[src/rtl/decode_hazard_unit.sv]
// decode_hazard_unit: registered ID stage with a pending-write scoreboard,
// RAW stall, branch flush and HALT drain for the 16-bit core.
module decode_hazard_unit #(
    parameter int TRACK_DEPTH = 3,
    parameter int FWD_EN      = 0,
    parameter int STALL_CNT_W = 16
) (
    input  logic                   clk,
    input  logic                   rst,
    input  logic                   if_valid,
    input  logic [15:0]            if_instr,
    output logic                   if_ready,
    input  logic                   flush,
    output logic                   id_valid,
    output logic [15:0]            id_instr,
    output logic [2:0]             id_rs,
    output logic [2:0]             id_rt,
    output logic [2:0]             id_rd,
    output logic                   id_regwrt,
    output logic                   id_memread,
    output logic                   halt_done,
    output logic [STALL_CNT_W-1:0] stall_cnt
);

    localparam logic [15:0] NOP = 16'h0800;

    typedef enum logic [1:0] {
        RUN,
        DRAIN,
        HALTED
    } state_e;

    state_e                      state_q;
    logic [TRACK_DEPTH-1:0]      sb_v_q;
    logic [TRACK_DEPTH-1:0]      sb_ld_q;
    logic [TRACK_DEPTH-1:0][2:0] sb_rd_q;

    logic                   id_valid_q;
    logic [15:0]            id_instr_q;
    logic [2:0]             id_rs_q;
    logic [2:0]             id_rt_q;
    logic [2:0]             id_rd_q;
    logic                   id_regwrt_q;
    logic                   id_memread_q;
    logic                   halt_done_q;
    logic [STALL_CNT_W-1:0] stall_cnt_q;

    logic [4:0] op;
    logic [2:0] rs;
    logic [2:0] rt;
    logic [2:0] rd;

    logic is_i1, is_r, is_st, is_ld, is_stu, is_btr;
    logic is_br, is_lbi, is_slbi, is_jr, is_jal, is_jalr;
    logic is_halt;
    logic wr_en, use_rs, use_rt;
    logic hazard, run, issue, stall;

    assign op = if_instr[15:11];
    assign rs = if_instr[10:8];
    assign rt = if_instr[7:5];

    assign is_i1   = (op[4:2] == 3'b010) || (op[4:2] == 3'b101);
    assign is_r    = (op[4:1] == 4'b1101) || (op[4:2] == 3'b111);
    assign is_st   = (op == 5'b10000);
    assign is_ld   = (op == 5'b10001);
    assign is_stu  = (op == 5'b10011);
    assign is_btr  = (op == 5'b11001);
    assign is_br   = (op[4:2] == 3'b011);
    assign is_lbi  = (op == 5'b11000);
    assign is_slbi = (op == 5'b10010);
    assign is_jr   = (op == 5'b00101);
    assign is_jal  = (op == 5'b00110);
    assign is_jalr = (op == 5'b00111);
    assign is_halt = (op == 5'b00000);

    assign wr_en = is_i1 | is_r | is_ld | is_stu | is_btr
                 | is_lbi | is_slbi | is_jal | is_jalr;
    assign use_rs = is_i1 | is_r | is_st | is_ld | is_stu | is_btr
                  | is_br | is_slbi | is_jr | is_jalr;
    assign use_rt = is_r | is_st | is_stu;

    always_comb begin
        rd = if_instr[4:2];
        unique case (1'b1)
            is_r:                    rd = if_instr[4:2];
            is_i1, is_ld:            rd = if_instr[7:5];
            is_lbi, is_slbi, is_stu: rd = if_instr[10:8];
            is_jal, is_jalr:         rd = 3'd7;
            default:                 rd = if_instr[4:2];
        endcase
    end

    // With forwarding only a load sitting in ID/EX can't be bypassed.
    always_comb begin
        hazard = 1'b0;
        for (int i = 0; i < TRACK_DEPTH; i++) begin
            if (sb_v_q[i] &&
                ((use_rs && sb_rd_q[i] == rs) ||
                 (use_rt && sb_rd_q[i] == rt))) begin
                if (FWD_EN == 0 || (i == 0 && sb_ld_q[i]))
                    hazard = 1'b1;
            end
        end
        hazard = hazard && if_valid;
    end

    assign run   = (state_q == RUN);
    assign issue = if_valid && run && !flush && !hazard;
    assign stall = hazard && run && !flush;

    always_comb begin
        if (rst)
            if_ready = 1'b0;
        else if (flush)
            if_ready = 1'b1;
        else if (!run)
            if_ready = 1'b0;
        else
            if_ready = !hazard;
    end

    always_ff @(posedge clk or posedge rst) begin
        if (rst) begin
            state_q      <= RUN;
            sb_v_q       <= '0;
            sb_ld_q      <= '0;
            sb_rd_q      <= '0;
            id_valid_q   <= 1'b0;
            id_instr_q   <= NOP;
            id_rs_q      <= '0;
            id_rt_q      <= '0;
            id_rd_q      <= '0;
            id_regwrt_q  <= 1'b0;
            id_memread_q <= 1'b0;
            halt_done_q  <= 1'b0;
            stall_cnt_q  <= '0;
        end else begin
            sb_v_q[0]  <= issue && wr_en;
            sb_rd_q[0] <= rd;
            sb_ld_q[0] <= is_ld;
            for (int i = 1; i < TRACK_DEPTH; i++) begin
                sb_v_q[i]  <= sb_v_q[i-1];
                sb_rd_q[i] <= sb_rd_q[i-1];
                sb_ld_q[i] <= sb_ld_q[i-1];
            end

            if (issue) begin
                id_valid_q   <= 1'b1;
                id_instr_q   <= if_instr;
                id_rs_q      <= rs;
                id_rt_q      <= rt;
                id_rd_q      <= rd;
                id_regwrt_q  <= wr_en;
                id_memread_q <= is_ld;
            end else begin
                id_valid_q   <= 1'b0;
                id_instr_q   <= NOP;
                id_rs_q      <= '0;
                id_rt_q      <= '0;
                id_rd_q      <= '0;
                id_regwrt_q  <= 1'b0;
                id_memread_q <= 1'b0;
            end

            if (stall && stall_cnt_q != '1)
                stall_cnt_q <= stall_cnt_q + STALL_CNT_W'(1);

            halt_done_q <= (state_q == HALTED);

            case (state_q)
                RUN:
                    if (issue && is_halt)
                        state_q <= DRAIN;
                DRAIN:
                    if (sb_v_q == '0 && !id_valid_q)
                        state_q <= HALTED;
                default: ;
            endcase
        end
    end

    assign id_valid   = id_valid_q;
    assign id_instr   = id_instr_q;
    assign id_rs      = id_rs_q;
    assign id_rt      = id_rt_q;
    assign id_rd      = id_rd_q;
    assign id_regwrt  = id_regwrt_q;
    assign id_memread = id_memread_q;
    assign halt_done  = halt_done_q;
    assign stall_cnt  = stall_cnt_q;

endmodule
[config.mk]
export PLATFORM = sky130hd
export DESIGN_NAME = decode_hazard_unit
export DESIGN_NICKNAME = d
export VERILOG_FILES = /design/src/rtl/decode_hazard_unit.sv
export SDC_FILE = /design/constraint.sdc
export NUM_CORES = 1
export LEC_CHECK = 0
export CELL_PAD_IN_SITES_DETAIL_PLACEMENT = 0
export CELL_PAD_IN_SITES_GLOBAL_PLACEMENT = 1
export CORE_MARGIN = 1.5
export CORE_UTILIZATION = 29
export DETAILED_ROUTE_END_ITERATION = 7
export GPL_ROUTABILITY_DRIVEN = 0
export PLACE_DENSITY_LB_ADDON = 0.1
export SETUP_SLACK_MARGIN = 0.3
export SYNTH_ARGS = -nofsm -noshare
export SYNTH_HDL_FRONTEND = slang
export SYNTH_SLANG_ARGS = --single-unit
[constraint.sdc]
create_clock -name clk -period 4.55 [get_ports clk]
set_input_delay 0.91 -clock clk [delete_from_list [all_inputs] [get_ports clk]]
set_output_delay 0.91 -clock clk [all_outputs]
set_load 0.01 [all_outputs]
# [Word-level counts from Yosys, hierarchy flattened]
# Cells that the tools add are included.
[totals] n_memories=0 latch_bits=0 mem_bits_ro=0 out_inout_bits=46 input_bits=20 elab_cells=110 ff_bits=59 mem_bits_rw=0
[op_classes] order_cmp=0 add_sub_neg=1 mux=17 bitwise=18 n_reduce_logical=35 shift=0 n_mul=0 div=0 n_eq_ne=25
[ops] op="== test 5 bit (second input constant)" n=6
[ops] op="logical AND 1 bit" n=19
[ops] op="== test 3 bit" n=6
[ops] op="OR 1 bit" n=18
[ops] op="adder 16 x 1 -> 16 bit (second input constant)" n=1
[ops] op="two-way mux 16 bit" n=1
[ops] op="!= test 16 bit (second input constant)" n=1
[ops] op="== test 5 x 3 -> 1 bit (second input constant)" n=3
[ops] op="two-way mux 1 bit" n=9
[ops] op="two-way mux 3 bit" n=3
[ops] op="case mux 3 bit (3 select lines)" n=1
[ops] op="== test 3 x 2 -> 1 bit (second input constant)" n=2
[ops] op="== test 3 bit (second input constant)" n=2
[ops] op="logical NOT 5 bit" n=1
[ops] op="logical OR 1 bit" n=5
[ops] op="== test 4 bit (second input constant)" n=1
[ops] op="two-way mux 2 bit" n=2
[ops] op="case mux 2 bit (2 select lines)" n=1
[ops] op="OR reduction 2 bit" n=2
[ops] op="logical NOT 1 bit" n=3
[ops] op="logical NOT 3 bit" n=1
[ops] op="AND reduction 3 bit" n=1
[ops] op="OR reduction 3 bit" n=1
[ops] op="== test 2 x 1 -> 1 bit (second input constant)" n=1
[ops] op="other kinds (5)" n=5

# [Logic depth before layout (Yosys ltp)]
[depth] word_depth=23 depth_mapped=8 mapped_depth_nobuf=6

# [Least setup slack after synthesis]
# OpenSTA, ideal clock, no wires.
[synth_path] path_type="input-to-output" start="input port rst" end="output port if_ready" arrival_time_ns=2.434 cell_stages=2 path_slack_ns=1.206 n_path_buf=0 path_cell_list="inv_1 > o221a_2"
[synth_via] elab_chain_cells=1
[synth_lines] element="start, declared" line="9" rtl="input logic rst,"
[synth_lines] element="two-way mux 1 bit" line="113" rtl="if (rst)"
[synth_lines] element="end, declared" line="12" rtl="output logic if_ready,"
# Every way passes these cells.

# [Final worst setup path]
[layout_path] start="input port if_instr[13]" end="output port if_ready"
[layout_via] elab_chain_cells=22
[layout_lines] element="start, declared" line="11" rtl="input logic [15:0] if_instr,"
[layout_lines] element="== test 4 bit, or another cell as far along" line="64" rtl="assign is_r = (op[4:1] == 4'b1101) || (op[4:2] == 3'b111);"
[layout_lines] element="logical OR 1 bit, on equally long branches" line="64, 63"
[layout_lines] element="OR 1 bit (5 in series)" line="79" rtl="assign use_rs = is_i1 | is_r | is_st | is_ld | is_stu | is_btr"
[layout_lines] element="OR 1 bit (4 in series)" line="80" rtl="| is_br | is_slbi | is_jr | is_jalr;"
[layout_lines] element="logical AND 1 bit" line="99" rtl="((use_rs && sb_rd_q[i] == rs) ||"
[layout_lines] element="logical OR 1 bit" line="99"
[layout_lines] element="logical AND 1 bit" line="98" rtl="if (sb_v_q[i] &&"
[layout_lines] element="two-way mux 1 bit (2 in series)" line="98"
[layout_lines] element="two-way mux 1 bit *" line="98"
[layout_lines] element="logical AND 1 bit *" line="105" rtl="hazard = hazard && if_valid;"
[layout_lines] element="logical NOT 1 bit *" line="120" rtl="if_ready = !hazard;"
[layout_lines] element="two-way mux 1 bit *" line="117" rtl="else if (!run)"
[layout_lines] element="two-way mux 1 bit *" line="115" rtl="else if (flush)"
[layout_lines] element="two-way mux 1 bit *" line="113"
# Mark *: on every way between the ends. The rest lies on a longest branch, timed or not.

==> results.sh <==
export IMPL_fp_row_count=33
export IMPL_io_pins=66
export IMPL_syn_inst=211
export IMPL_cp_required_ns=3.64
export IMPL_drt_iter0_drc=63
export IMPL_ys_async_sr_fraction_pct=100
export IMPL_dieWidth_um=95.0
export IMPL_yosys_area_share_simple_pct=20.8
export IMPL_grt_overflow=0
export IMPL_hp_start="sb_rd_q[2]"
export IMPL_htreeDepth=2
export IMPL_port_buffers=65
export IMPL_synth_top_area_share_pct=52.0
export IMPL_critPathLaunchType="input pin"
export IMPL_tns_ns=0
export IMPL_viasPerCell=4.72
export IMPL_design_core_area_um2=8220
export IMPL_grtUsageTotal_pct=14.1
export IMPL_numCtsBuffers=5
export IMPL_cts_buffer_depth=2
export IMPL_cts_sinks=52
export IMPL_crit_type="input pin to output pin"
export IMPL_yosys_top_cells_area="dfrtp_1 (52%), xnor2_1 (8.6%), and3_1 (3.8%), xor2_1 (3.2%), nor3_2 (2.4%)"
export IMPL_p_leak_nw=1.46
export IMPL_drive_above_1_share_pct=12.3
export IMPL_grt_pass1_vias=1821
export IMPL_start_util_pct=29.8
export IMPL_finalHoldViolCount=0
export IMPL_synthFlopType="dfrtp_1"
export IMPL_maxSlewHeadroom_pct=43.3
export IMPL_cts_hold_buf=0
export IMPL_die_area_um2=9020
export IMPL_peakVddDrop_mv=0.147
export IMPL_powerDensity_nw_per_um2=326
export IMPL_hpwl_mm=4.16
export IMPL_grt_pass1_wl_mm=9.49
export IMPL_layout_cells_most_common_list="clkdlybuf4s50_1 (63), dfrtp_1 (51), xnor2_1 (24), and3_1 (15)"
export IMPL_synth_compound_area_share_pct=6.73
export IMPL_layout_area_overhead_vs_synth_pct=34.0
export IMPL_synth_top_area_cell="dfrtp_1"
export IMPL_synth_enable_flop_cells=0
export IMPL_ys_seq_area_share_pct=53.1
export IMPL_mostFrequentLayoutCell="clkdlybuf4s50_1"
export IMPL_yosys_warnings=0
export IMPL_syn_area_per_cell_um2=11.6
export IMPL_min_period_ns=3.86
export IMPL_fin_cells=382
export IMPL_grt_max_degree=53
export IMPL_worstPathArrival_ns=2.95
export IMPL_cts_resized=0
export IMPL_clkSlewWorstSetupHoldPaths_ns=0.09
export IMPL_status="finished, final reports clean"
export IMPL_hp_class="flop to flop"
export IMPL_die_y_um=95.0
export IMPL_clock_fmax_mhz=259
export IMPL_synth_top_family_by_area="simple AND/OR/NAND/NOR gates"
export IMPL_r2r_start="stall_cnt[3]"
export IMPL_worstMarginPinSlew_ns=0.850
export IMPL_post_cts_buffers=0
export IMPL_synthMuxAreaShare_pct=1.28
export IMPL_dr_total_vias=1802
export IMPL_antenna_diode_count=0
export IMPL_wire_per_inst_um=15.3
export IMPL_drv_slew=0
export IMPL_setup_violations_final=0
export IMPL_whs_ns=0.437
export IMPL_root_buffer="clkbuf_8"
export IMPL_cts_tree="yes"
export IMPL_drt_pass1_iterations=4
export IMPL_crit_path_start="if_instr[13]"
export IMPL_dp_cells=374
export IMPL_drc=0
export IMPL_nFillCells=828
export IMPL_crit_fanout=4
export IMPL_clock_latency_ns=0.31
export IMPL_synth_seq_cells=52
export IMPL_synth_adder_area_share_pct=0.510
export IMPL_synthDistinctLibCells=47
export IMPL_routed_wl_mm=5.84
export IMPL_maxCapViolCount=0
export IMPL_crit_path_end_kind="output pin"
export IMPL_rsz0062_at_grt="no"
export IMPL_fin_nets=297
export IMPL_skew_ns=0.0116
export IMPL_synthesis_nets=232
export IMPL_antenna_found_initial=0
export IMPL_synthXorXnorAreaFrac_pct=11.8
export IMPL_min_period_over_period_pct=84.9
export IMPL_regArea_um2=1300
export IMPL_ant_nets=0
export IMPL_syn_area_um2=2450
export IMPL_multi_input_area_um2=1020
## through the flow
step / setup WS [ns] / cell area [µm²] / power (mW) / util (%)
after floorplan: 1.21 / 2450 / 0.681 / -
after global placement: 0.363 / 3180 / 0.804 / 38.7
after detailed placement: 0.351 / 3180 / 0.803 / 38.7
after CTS: 0.333 / 3270 / 1.09 / 39.8
after global routing: 0.579 / 3290 / 1.14 / 40.0
final: 0.688 / 3290 / 1.07 / 40.0
## synth_stat cells, types with 4 or more instances
library cell   n
buf_4          7
nand4_1        8
xnor2_1       24
and2_1         5
nand2_1        9
nand2b_1       4
o21ai_0        4
and3_1        15
nor2_1         7
nor4_1         5
xor2_1         9
inv_1         10
dfrtp_1       51
nand3_1        6
buf_6          4
nor3_2         6
## kinds of logic after synthesis
group                      Yosys count
and+or+nand+nor                     80
xor gates and xnor gates            33
DFF                                 52
muxes                                3
adders and majority gates            1
buffers and inverters               23
AOI/OAI and AO/OA                   19
## path summary, 6_finish.rpt
path                                  to  slack (ns)  cells after the start
setup / recovery                if_ready        0.69                      7
hold / removal                sb_rd_q[5]        0.44                      0
hold reg to reg               sb_rd_q[5]        0.44                      0
max in group asynchronous   id_instr[15]        2.92                      3
min in group asynchronous  stall_cnt[10]        1.19                      3
setup reg to reg            stall_cnt[1]        2.24                      5
## power breakdown
| group | total [mW] | leakage [nW] | internal (mW) | switching [mW] |
|---|---|---|---|---|
| sequential | 0.544 | 0.673 | 0.507 | 0.0372 |
| clock | 0.280 | 0.0445 | 0.124 | 0.156 |
| combinational | 0.247 | 0.743 | 0.133 | 0.114 |
| total | 1.07 | 1.46 | 0.764 | 0.307 |
## flip-flops by register name (all words and copies together) (netlist names), 2 cells and up
register	cells
stall_cnt	16
id_instr	12
id_rd	3
sb_rd_q	9
id_rt	2
sb_v_q	3
state_q	2
id_rs	2
## layer usage
layer / vias to the layer above / GRT usage [%] / part of all wire [%]
li1: 858 / - / -
met2: 39 / 21.3 / 46
met1: 899 / 20.1 / 50
met5: - / 0 / 0
met4: 0 / 3.61 / 1.0
met3: 6 / 3.46 / 3.4
## final cells by class
type / instances / area share [%]
Sequential cell: 52 / 39.6
Multi-Input combinational cell: 136 / 31.0
Timing Repair Buffer: 71 / 21.3
Tap cell: 105 / 4.00
Clock buffer: 7 / 2.63
Inverter: 10 / 1.14
Clock inverter: 1 / 0.228
## critical path, stage by stage
cell,delay (ns)
clkdlybuf4s50_1,0.42
or4_4,0.57
and3_4,0.20
a311oi_4,0.31
nor2_1,0.12
o221a_2,0.25
dlymetal6s2s_1,0.17
Power figures use the tool's default switching activity.
